--- config.mk ---
export PLATFORM = sky130hd
export DESIGN_NAME = deadtime_gate_driver
export DESIGN_NICKNAME = d
export VERILOG_FILES = /design/src/rtl/hc_pkg.sv /design/src/rtl/sync_2ff.sv /design/src/rtl/deadtime_gate_driver.sv
export SDC_FILE = /design/constraint.sdc
export NUM_CORES = 1
export LEC_CHECK = 0
export BUFFER_PORTS_ARGS = -buffer_cell sky130_fd_sc_hd__buf_2
export CAP_MARGIN = 10
export CORE_MARGIN = 2
export CORE_UTILIZATION = 40
export DETAILED_ROUTE_END_ITERATION = 6
export GPL_ROUTABILITY_DRIVEN = 0
export SLEW_MARGIN = 10
export SYNTH_ARGS = -nofsm -noshare
export SYNTH_HDL_FRONTEND = slang
export SYNTH_SLANG_ARGS = --single-unit
--- constraint.sdc ---
create_clock -name i_clock -period 2.4 [get_ports i_clock]
set_input_delay 0.12 -clock i_clock [delete_from_list [all_inputs] [get_ports i_clock]]
set_output_delay 0.12 -clock i_clock [all_outputs]
set_load 0.02 [all_outputs]
--- src/rtl/hc_pkg.sv ---
`default_nettype none
// ============================================================================
// Package     : hc_pkg
// Description : Types and constants shared across the hybrid-controller
//               codebase: the gate-driver state encoding, default counter
//               widths and minimum on-time, and the sigma encoding used by
//               both the controller and the gate driver.
// Revision    : 1.0  initial release
// ============================================================================
package hc_pkg;

  localparam int DEF_DT_W    = 8;
  localparam int DEF_MINON_W = 10;
  localparam int DEF_MIN_ON  = 50;

  // sigma = 1 selects the high-side switch
  localparam logic SIGMA_HS = 1'b1;

  typedef enum logic [1:0] {
    ST_OFF   = 2'd0,
    ST_DEAD  = 2'd1,
    ST_HS_ON = 2'd2,
    ST_LS_ON = 2'd3
  } gate_state_e;

endpackage : hc_pkg
`default_nettype wire

--- src/rtl/sync_2ff.sv ---
`default_nettype none
// ============================================================================
// Module      : sync_2ff
// Description : 1-bit two-flop synchroniser with asynchronous active-low
//               reset. Both flops clear to 0 on reset.
// Ports       : i_clock      in  1  destination clock
//               sigma_reset  in  1  async reset, active-low
//               d            in  1  asynchronous input
//               q            out 1  synchronised output (2 cycles latency)
// Revision    : 1.0  initial release
// ============================================================================
module sync_2ff (
  input  logic i_clock,
  input  logic sigma_reset,
  input  logic d,
  output logic q
);

  logic meta;

  always_ff @(posedge i_clock or negedge sigma_reset) begin
    if (!sigma_reset) begin
      meta <= 1'b0;
      q    <= 1'b0;
    end else begin
      meta <= d;
      q    <= meta;
    end
  end

endmodule : sync_2ff
`default_nettype wire

--- src/rtl/deadtime_gate_driver.sv ---
`default_nettype none
// ============================================================================
// Module      : deadtime_gate_driver
// Description : Complementary half-bridge gate driver. Follows the
//               synchronised switching variable sigma, inserting a
//               programmable dead time between gates and holding each gate
//               on for at least MIN_ON cycles. Both gates are off on reset,
//               disable or fault.
// Config      : FAULT_LATCH_EN - when defined, a fault is sticky and holds
//               the driver off until sigma_reset; otherwise o_fault follows
//               the synchronised fault and operation resumes once it clears.
// Ports       : i_clock      in  1      system clock (posedge)
//               sigma_reset  in  1      async reset, active-low
//               i_sigma      in  1      1 = high side, 0 = low side
//               i_enable     in  1      0 forces both gates off
//               i_deadtime   in  DT_W   dead time, sampled on DEAD entry
//               i_fault      in  1      external fault, active-high
//               o_gate_hs    out 1      high-side gate (registered)
//               o_gate_ls    out 1      low-side gate (registered)
//               o_fault      out 1      fault status (registered)
//               o_sw_count   out 16     completed commutations, wrapping
// Revision    : 1.0  initial release
// ============================================================================
module deadtime_gate_driver
  import hc_pkg::*;
#(
  parameter int DT_W    = DEF_DT_W,
  parameter int MINON_W = DEF_MINON_W,
  parameter int MIN_ON  = DEF_MIN_ON
) (
  input  logic            i_clock,
  input  logic            sigma_reset,
  input  logic            i_sigma,
  input  logic            i_enable,
  input  logic [DT_W-1:0] i_deadtime,
  input  logic            i_fault,
  output logic            o_gate_hs,
  output logic            o_gate_ls,
  output logic            o_fault,
  output logic [15:0]     o_sw_count
);

  logic               sig_s;
  logic               fault_s;
  gate_state_e        state;
  gate_state_e        state_nxt;
  logic [DT_W-1:0]    dt_cnt;
  logic [DT_W-1:0]    dt_nxt;
  logic [DT_W-1:0]    dt_load;
  logic [MINON_W-1:0] on_cnt;
  logic [MINON_W-1:0] on_nxt;
  logic               commute;
  logic               fault_block;
  logic               fault_r;
  logic               fault_nxt;
  logic               gate_hs_r;
  logic               gate_ls_r;
  logic [15:0]        sw_count;

  sync_2ff u_sync_sigma (
    .i_clock     (i_clock),
    .sigma_reset (sigma_reset),
    .d           (i_sigma),
    .q           (sig_s)
  );

  sync_2ff u_sync_fault (
    .i_clock     (i_clock),
    .sigma_reset (sigma_reset),
    .d           (i_fault),
    .q           (fault_s)
  );

`ifdef FAULT_LATCH_EN
  // Sticky: once seen, the fault holds the bridge off until reset.
  assign fault_nxt   = fault_r | fault_s;
  assign fault_block = fault_r | fault_s;
`else
  assign fault_nxt   = fault_s;
  assign fault_block = fault_s;
`endif

  // A zero dead time still yields one cycle with both gates low.
  assign dt_load = (i_deadtime == '0) ? DT_W'(1) : i_deadtime;

  always_comb begin
    state_nxt = state;
    dt_nxt    = dt_cnt;
    on_nxt    = (on_cnt != '0) ? on_cnt - MINON_W'(1) : '0;
    commute   = 1'b0;
    if (fault_block || !i_enable) begin
      state_nxt = ST_OFF;
    end else begin
      case (state)
        ST_OFF: begin
          state_nxt = ST_DEAD;
          dt_nxt    = dt_load;
        end
        ST_DEAD: begin
          // Side is chosen from sig_s on the exiting cycle only.
          if (dt_cnt <= DT_W'(1)) begin
            state_nxt = (sig_s == SIGMA_HS) ? ST_HS_ON : ST_LS_ON;
            on_nxt    = MINON_W'(MIN_ON);
          end else begin
            dt_nxt = dt_cnt - DT_W'(1);
          end
        end
        ST_HS_ON: begin
          if ((sig_s != SIGMA_HS) && (on_cnt == '0)) begin
            state_nxt = ST_DEAD;
            dt_nxt    = dt_load;
            commute   = 1'b1;
          end
        end
        ST_LS_ON: begin
          if ((sig_s == SIGMA_HS) && (on_cnt == '0)) begin
            state_nxt = ST_DEAD;
            dt_nxt    = dt_load;
            commute   = 1'b1;
          end
        end
        default: state_nxt = ST_OFF;
      endcase
    end
  end

  always_ff @(posedge i_clock or negedge sigma_reset) begin
    if (!sigma_reset) begin
      state     <= ST_OFF;
      dt_cnt    <= '0;
      on_cnt    <= '0;
      fault_r   <= 1'b0;
      gate_hs_r <= 1'b0;
      gate_ls_r <= 1'b0;
      sw_count  <= '0;
    end else begin
      state     <= state_nxt;
      dt_cnt    <= dt_nxt;
      on_cnt    <= on_nxt;
      fault_r   <= fault_nxt;
      // Gate flops mirror the state register, so they can never both be set.
      gate_hs_r <= (state_nxt == ST_HS_ON);
      gate_ls_r <= (state_nxt == ST_LS_ON);
      if (commute) begin
        sw_count <= sw_count + 16'd1;
      end
    end
  end

  assign o_gate_hs  = gate_hs_r;
  assign o_gate_ls  = gate_ls_r;
  assign o_fault    = fault_r;
  assign o_sw_count = sw_count;

endmodule : deadtime_gate_driver
`default_nettype wire

**Yosys cells after proc, flatten, opt, wreduce, memory -nomap -nowiden**

Cells that the tools add are included.

- Register bits after elaboration: 43
- Bits in latches: 0
- RAM bits: 0
- ROM bits: 0
- Output and inout port bits: 19
- Word-level logic and storage cells: 53
- Memories kept: 0

- Add/subtract/negate cells: 3
- $mul: 0
- Div/mod/pow operators: 0
- Order comparisons: 1
- Equality and inequality tests: 8
- Shifts and indexed selects: 0
- Multiplexer cells: 19
- Bitwise logic cells: 2
- Reduce and logical (&&, ||, !) cells: 9

Operators by type and width:

| operator | count |
|---|---|
| two-way mux 10 bit | 4 |
| two-way mux 8 bit | 4 |
| case mux 8 bit (4 select lines) | 1 |
| adder 16 x 1 -> 16 bit, second input constant | 1 |
| logical NOT 10 bit | 1 |
| nonzero test 10 bit | 1 |
| subtractor 10 x 1 -> 10 bit, second input constant | 1 |
| equality test 2 bit, second input constant | 4 |
| less-or-equal comparator 8 x 1 -> 1 bit, second input constant | 1 |
| logical NOT 8 bit | 1 |
| two-way mux 2 bit | 4 |
| case mux 2 bit (4 select lines) | 1 |
| subtractor 8 x 1 -> 8 bit, second input constant | 1 |
| != test 2 bit, second input constant | 3 |
| two-way mux 1 bit | 4 |
| AND reduction 4 bit | 1 |
| equality test 2 x 1 -> 1 bit, second input constant | 1 |
| logical AND 1 bit | 2 |
| logical NOT 2 bit | 1 |
| NOT 1 bit | 2 |
| case mux 1 bit (2 select lines) | 1 |
| logical NOT 1 bit | 1 |
| logical OR 1 bit | 1 |

**Depth between registers and ports, before layout**

- Word-level depth: 6
- Gate-level depth with buffers: 7
- Mapped depth without buffers: 6

**Modules after synthesis**

A second synthesis with hierarchy kept.

- Cell total of the unflattened synthesis: 215
- Area, all modules: 2215.9 um^2

Modules (own cells, without submodules):

| module | times used | cells each | area an instance (um^2) |
|---|---|---|---|
| deadtime_gate_driver | 1 | 211 | 2115.8 |
| sync_2ff | 2 | 2 | 50.0 |

**Least setup slack after synthesis**

Ideal clock, no wire load.

- Path kind: flip-flop to flip-flop
- Start point: register on_cnt[0]
- End point: register dt_cnt[0]
- Library setup time: 125 ps
- Arrival: 2247 ps
- Setup slack: 28 ps
- Stages on the path, launching flop included: 8
- Buffers on the path: 1
- Cell sequence: dfrtp_1 > inv_1 > ha_1 > or3b_2 > o41a_1 > or3_1 > buf_2 > mux2_4

- Word-level cells in the longest chain between the ends: 4
- Elaborated cells on any way between the ends: 6

Ends and longest elaborated chain:

| what | line | RTL |
|---|---|---|
| start: declaration | deadtime_gate_driver.sv:50 | `logic [MINON_W-1:0] on_cnt;` |
| start signal: assignment | deadtime_gate_driver.sv:139 | `on_cnt <= on_nxt;` |
| logical NOT 10 bit * | deadtime_gate_driver.sv:109, deadtime_gate_driver.sv:116 |  |
| logical AND 1 bit (on tied branches) | deadtime_gate_driver.sv:116, deadtime_gate_driver.sv:109 |  |
| != test 2 bit (no line) | -- |  |
| AND reduction 4 bit (no line) * | -- |  |
| end signal: assignment | deadtime_gate_driver.sv:138 | `dt_cnt <= dt_nxt;` |
| end: declaration | deadtime_gate_driver.sv:47 | `logic [DT_W-1:0] dt_cnt;` |

Every way passes the cells marked *; elsewhere a longest branch is shown, timed or not.
A chain may end at the register's enable or synchronous reset.

**Worst setup path after layout**

Same ends and word-level chain as after synthesis.

==> run_results.csv <==
group,metric,value,unit
critical_path,critPathKind,"register to register",
timing,setup_viol,0,
synth,synth.net_count,227,
critical_path,r2r_slack,0.14,ns
timing,maxClockFrequency,0.442,GHz
worst_hold_path,hp-class,"input port to register",
die,dieArea,5940,um^2
critical_path,cp-start-kind,"register",
synth,yosysSeqAreaShare,50.4,%
placed_design,dpl.hpwl,3.25,mm
clock_network,cts_tree,"built",
worst_hold_path,hold_depth,3,
synth,syn_area,2140,um^2
global_route,grt_start_max_net_pins,28,
timing,fin_worst_skew,0.00784,ns
route,antenna_left,0,
synth,ys_warn_count,0,
die,dieWidth,77.1,um
die,core-area,5140,um^2
timing,rsz0062_at_grt,"no",
synth,async_reset_ff_share,100,%
layout,drive_above_1_share,20.8,%
synth,ys_types,39,
critical_path,r2r_cells,6,
layout,nNetsFinal,268,
route,wl_per_cell,13.9,um
power_and_ir_drop,leakage,0.00113,uW
synth,synthFlopType,"dfrtp_1",
critical_path,worstPathRequired,2.57,ns
layout,n_antenna_cell,0,
global_route,grt_usage,16.2,%
power_and_ir_drop,ir_drop,0.000397,V
placed_design,placedInstanceArea,2410,um^2
power_and_ir_drop,power_density,736,nW/um^2
clock_network,clockBufferDepth,2,
clock_network,numCtsBuffers,5,
placed_design,port_buffers,31,
timing,worst_slew_pin_slew,0.558,ns
route,num_vias,1677,
placed_design,post-place-ws,0.153,ns
layout,area_growth,19.3,%
timing,final.min_clock_period,2.26,ns
critical_path,cp-end-kind,"register",
global_route,gr-total-overflow,0,
clock_network,cts.sinks,43,
route,viasPerCell,5.24,
critical_path,arrival,2.43,ns
layout,post-route-util,49.6,%
run_status,outcome,"finished, final reports clean",
route,drc,0,
route,first_pass_iters,4,
clock_network,cts_max_level,2,
synth,synth-edff-count,0,
worst_hold_path,min_to,"dt_cnt[7]",
global_route,grt_pass1_vias,1588,
die,die_y,77.1,um
global_route,antenna_found_initial,0,
clock_network,clk_pin_slew,0.08,ns
timing,finalMaxSlewViolations,0,
synth,synth_cells,209,
synth,avgSynthCellArea,10.2,um^2
global_route,grt_pass1_wl,7.72,mm
timing,finalCritPeriodShare,94.3,%
timing,maxSlewHeadroom,62.8,%
timing,hold_violations,0,
flow_run,maxCapViolCount,0,
power_and_ir_drop,power.total,1880,uW
die,boundaryPins,32,
clock_network,clock_latency,0.29,ns
critical_path,crit_fanout,4,
die,start_util,41.6,%
timing,setup_ws,0.137,ns
timing,tns,0,ns
critical_path,r2r-start,"on_cnt[0]",
clock_network,cts_root_buffer,"clkbuf_8",
critical_path,timing.rr.end,"dt_cnt[0]",
die,row_count,26,
route,drt_wl_total,4.44,mm
worst_hold_path,hp-start,"i_deadtime[7]",
route,drt_iter0_markers,87,
synth,ys_ff_latch,43,
layout,final_area,2550,um^2
==> per-layer routing <==
metal | share of wire (%) | track usage, % | wire length [um]
met1 | 50 | 24.3 | 2230
met2 | 45 | 23.9 | 2010
met3 | 3.9 | 3.53 | 173
met4 | 0.47 | 3.75 | 21
met5 | 0 | 0 | 0
==> registers in the layout, summed over array words and instances (netlist names) <==
register,count
o_gate_hs,1
o_gate_ls,1
u_sync_fault.q,1
o_sw_count,16
u_sync_fault.meta,1
state,2
on_cnt,10
u_sync_sigma.q,1
dt_cnt,8
o_fault,1
u_sync_sigma.meta,1
==> layout make-up <==
type | instances | area (um^2)
fill | 508 | 2590
sequential | 43 | 1080
multi-input combinational | 151 | 1000
timing repair buffer | 40 | 243
tap | 70 | 87.6
clock buffer | 5 | 68.8
clock inverter | 2 | 37.5
inverter | 9 | 33.8
==> what timing repair did <==
| action | in CTS | in global routing |
|---|---|---|
| resized for setup | 0 | 2 |
| hold buffers | 3 | 0 |
| buffers inserted | 0 | 0 |
| setup endpoints to repair | 0 | 2 |
| endpoints found under the hold margin | 18 | 0 |
==> where the power goes <==
group	internal, uW	total, uW	switching (uW)
logic	183	382	199
clock network	304	541	237
registers	837	952	115
total	1320	1880	551
==> critical path, cell delays in order, from the launching register on <==
cell     delay, ns
dfrtp_1       0.41
inv_1         0.09
ha_1          0.14
or3b_2        0.47
o41a_1        0.39
or3_1         0.35
mux2_4        0.31
==> synth_stat cells, types with 2 or more instances <==
cell / count / share of area (%)
dfrtp_1: 43 / 50
xnor2_1: 20 / 8.2
a21oi_1: 12 / 2.8
nor2_1: 12 / 2.1
nand3_1: 10 / 2.3
inv_1: 9 / 1.6
nand4_1: 8 / 2.3
o21ai_0: 8 / 1.9
nand2_1: 7 / 1.2
nor3_1: 7 / 1.6
nor4_1: 6 / 1.8
a211oi_1: 5 / 1.8
clkbuf_1: 5 / 0.88
ha_1: 5 / 2.9
nor2b_1: 5 / 1.5
or3_1: 5 / 1.5
and3_1: 4 / 1.2
nand2b_1: 4 / 1.2
o22ai_1: 4 / 1.2
nor3b_1: 3 / 1.1
o31ai_1: 3 / 1.1
xor2_1: 3 / 1.2
and4_1: 2 / 0.82
or2_2: 2 / 0.59
or3b_2: 2 / 0.82
or4_1: 2 / 0.70
==> cell usage in the layout, fill, tap and decap left out, types with 5 or more instances in the layout <==
master    netlist  routed
o21ai_0         8       6
ha_1            5       5
nor3_1          7       7
buf_2           1      31
dfrtp_1        43      43
a211oi_1        5       5
a21oi_1        12      12
inv_1           9       9
nand2_1         7       7
nand3_1        10      10
nor4_1          6       6
nand4_1         8       8
clkbuf_8        0       5
xnor2_1        20      20
buf_4           0       5
or3_1           5       5
nor2_1         12      12
nor2b_1         5       5
==> per-stage QoR <==
| step | std cells | hold slack, ns |
|---|---|---|
| 2_1_floorplan | 209 | -0.176 |
| 3_3_place_gp | 310 | 0.0691 |
| 3_5_place_dp | 310 | 0.0632 |
| 4_1_cts | 320 | 0.127 |
| 5_1_grt | 320 | 0.148 |
| 6_report | 320 | 0.117 |
==> worst max path at each step <==
| stage | startpoint | to | slack (ns) |
|---|---|---|---|
| after global placement | on_cnt[0] | dt_cnt[0] | 0.18 |
| after CTS | on_cnt[0] | dt_cnt[6] | 0.13 |
| final | on_cnt[0] | dt_cnt[0] | 0.14 |
| after floorplan | on_cnt[0] | dt_cnt[0] | 0.03 |
| after detailed placement | on_cnt[0] | dt_cnt[6] | 0.15 |
| after global routing | on_cnt[0] | dt_cnt[1] | 0.03 |
==> logic make-up after synthesis <==
family	Yosys count	share of synthesized area (%)
AO/OA/AOI/OAI	38	10.8
XOR/XNOR	23	9.43
adder cells (fa/ha/maj)	5	2.93
buffers and inverters	15	2.69
flip-flops	43	50.4
multiplexers	3	1.70
AND/OR/NAND/NOR	82	22.0
Power figures use the tool's default switching activity.
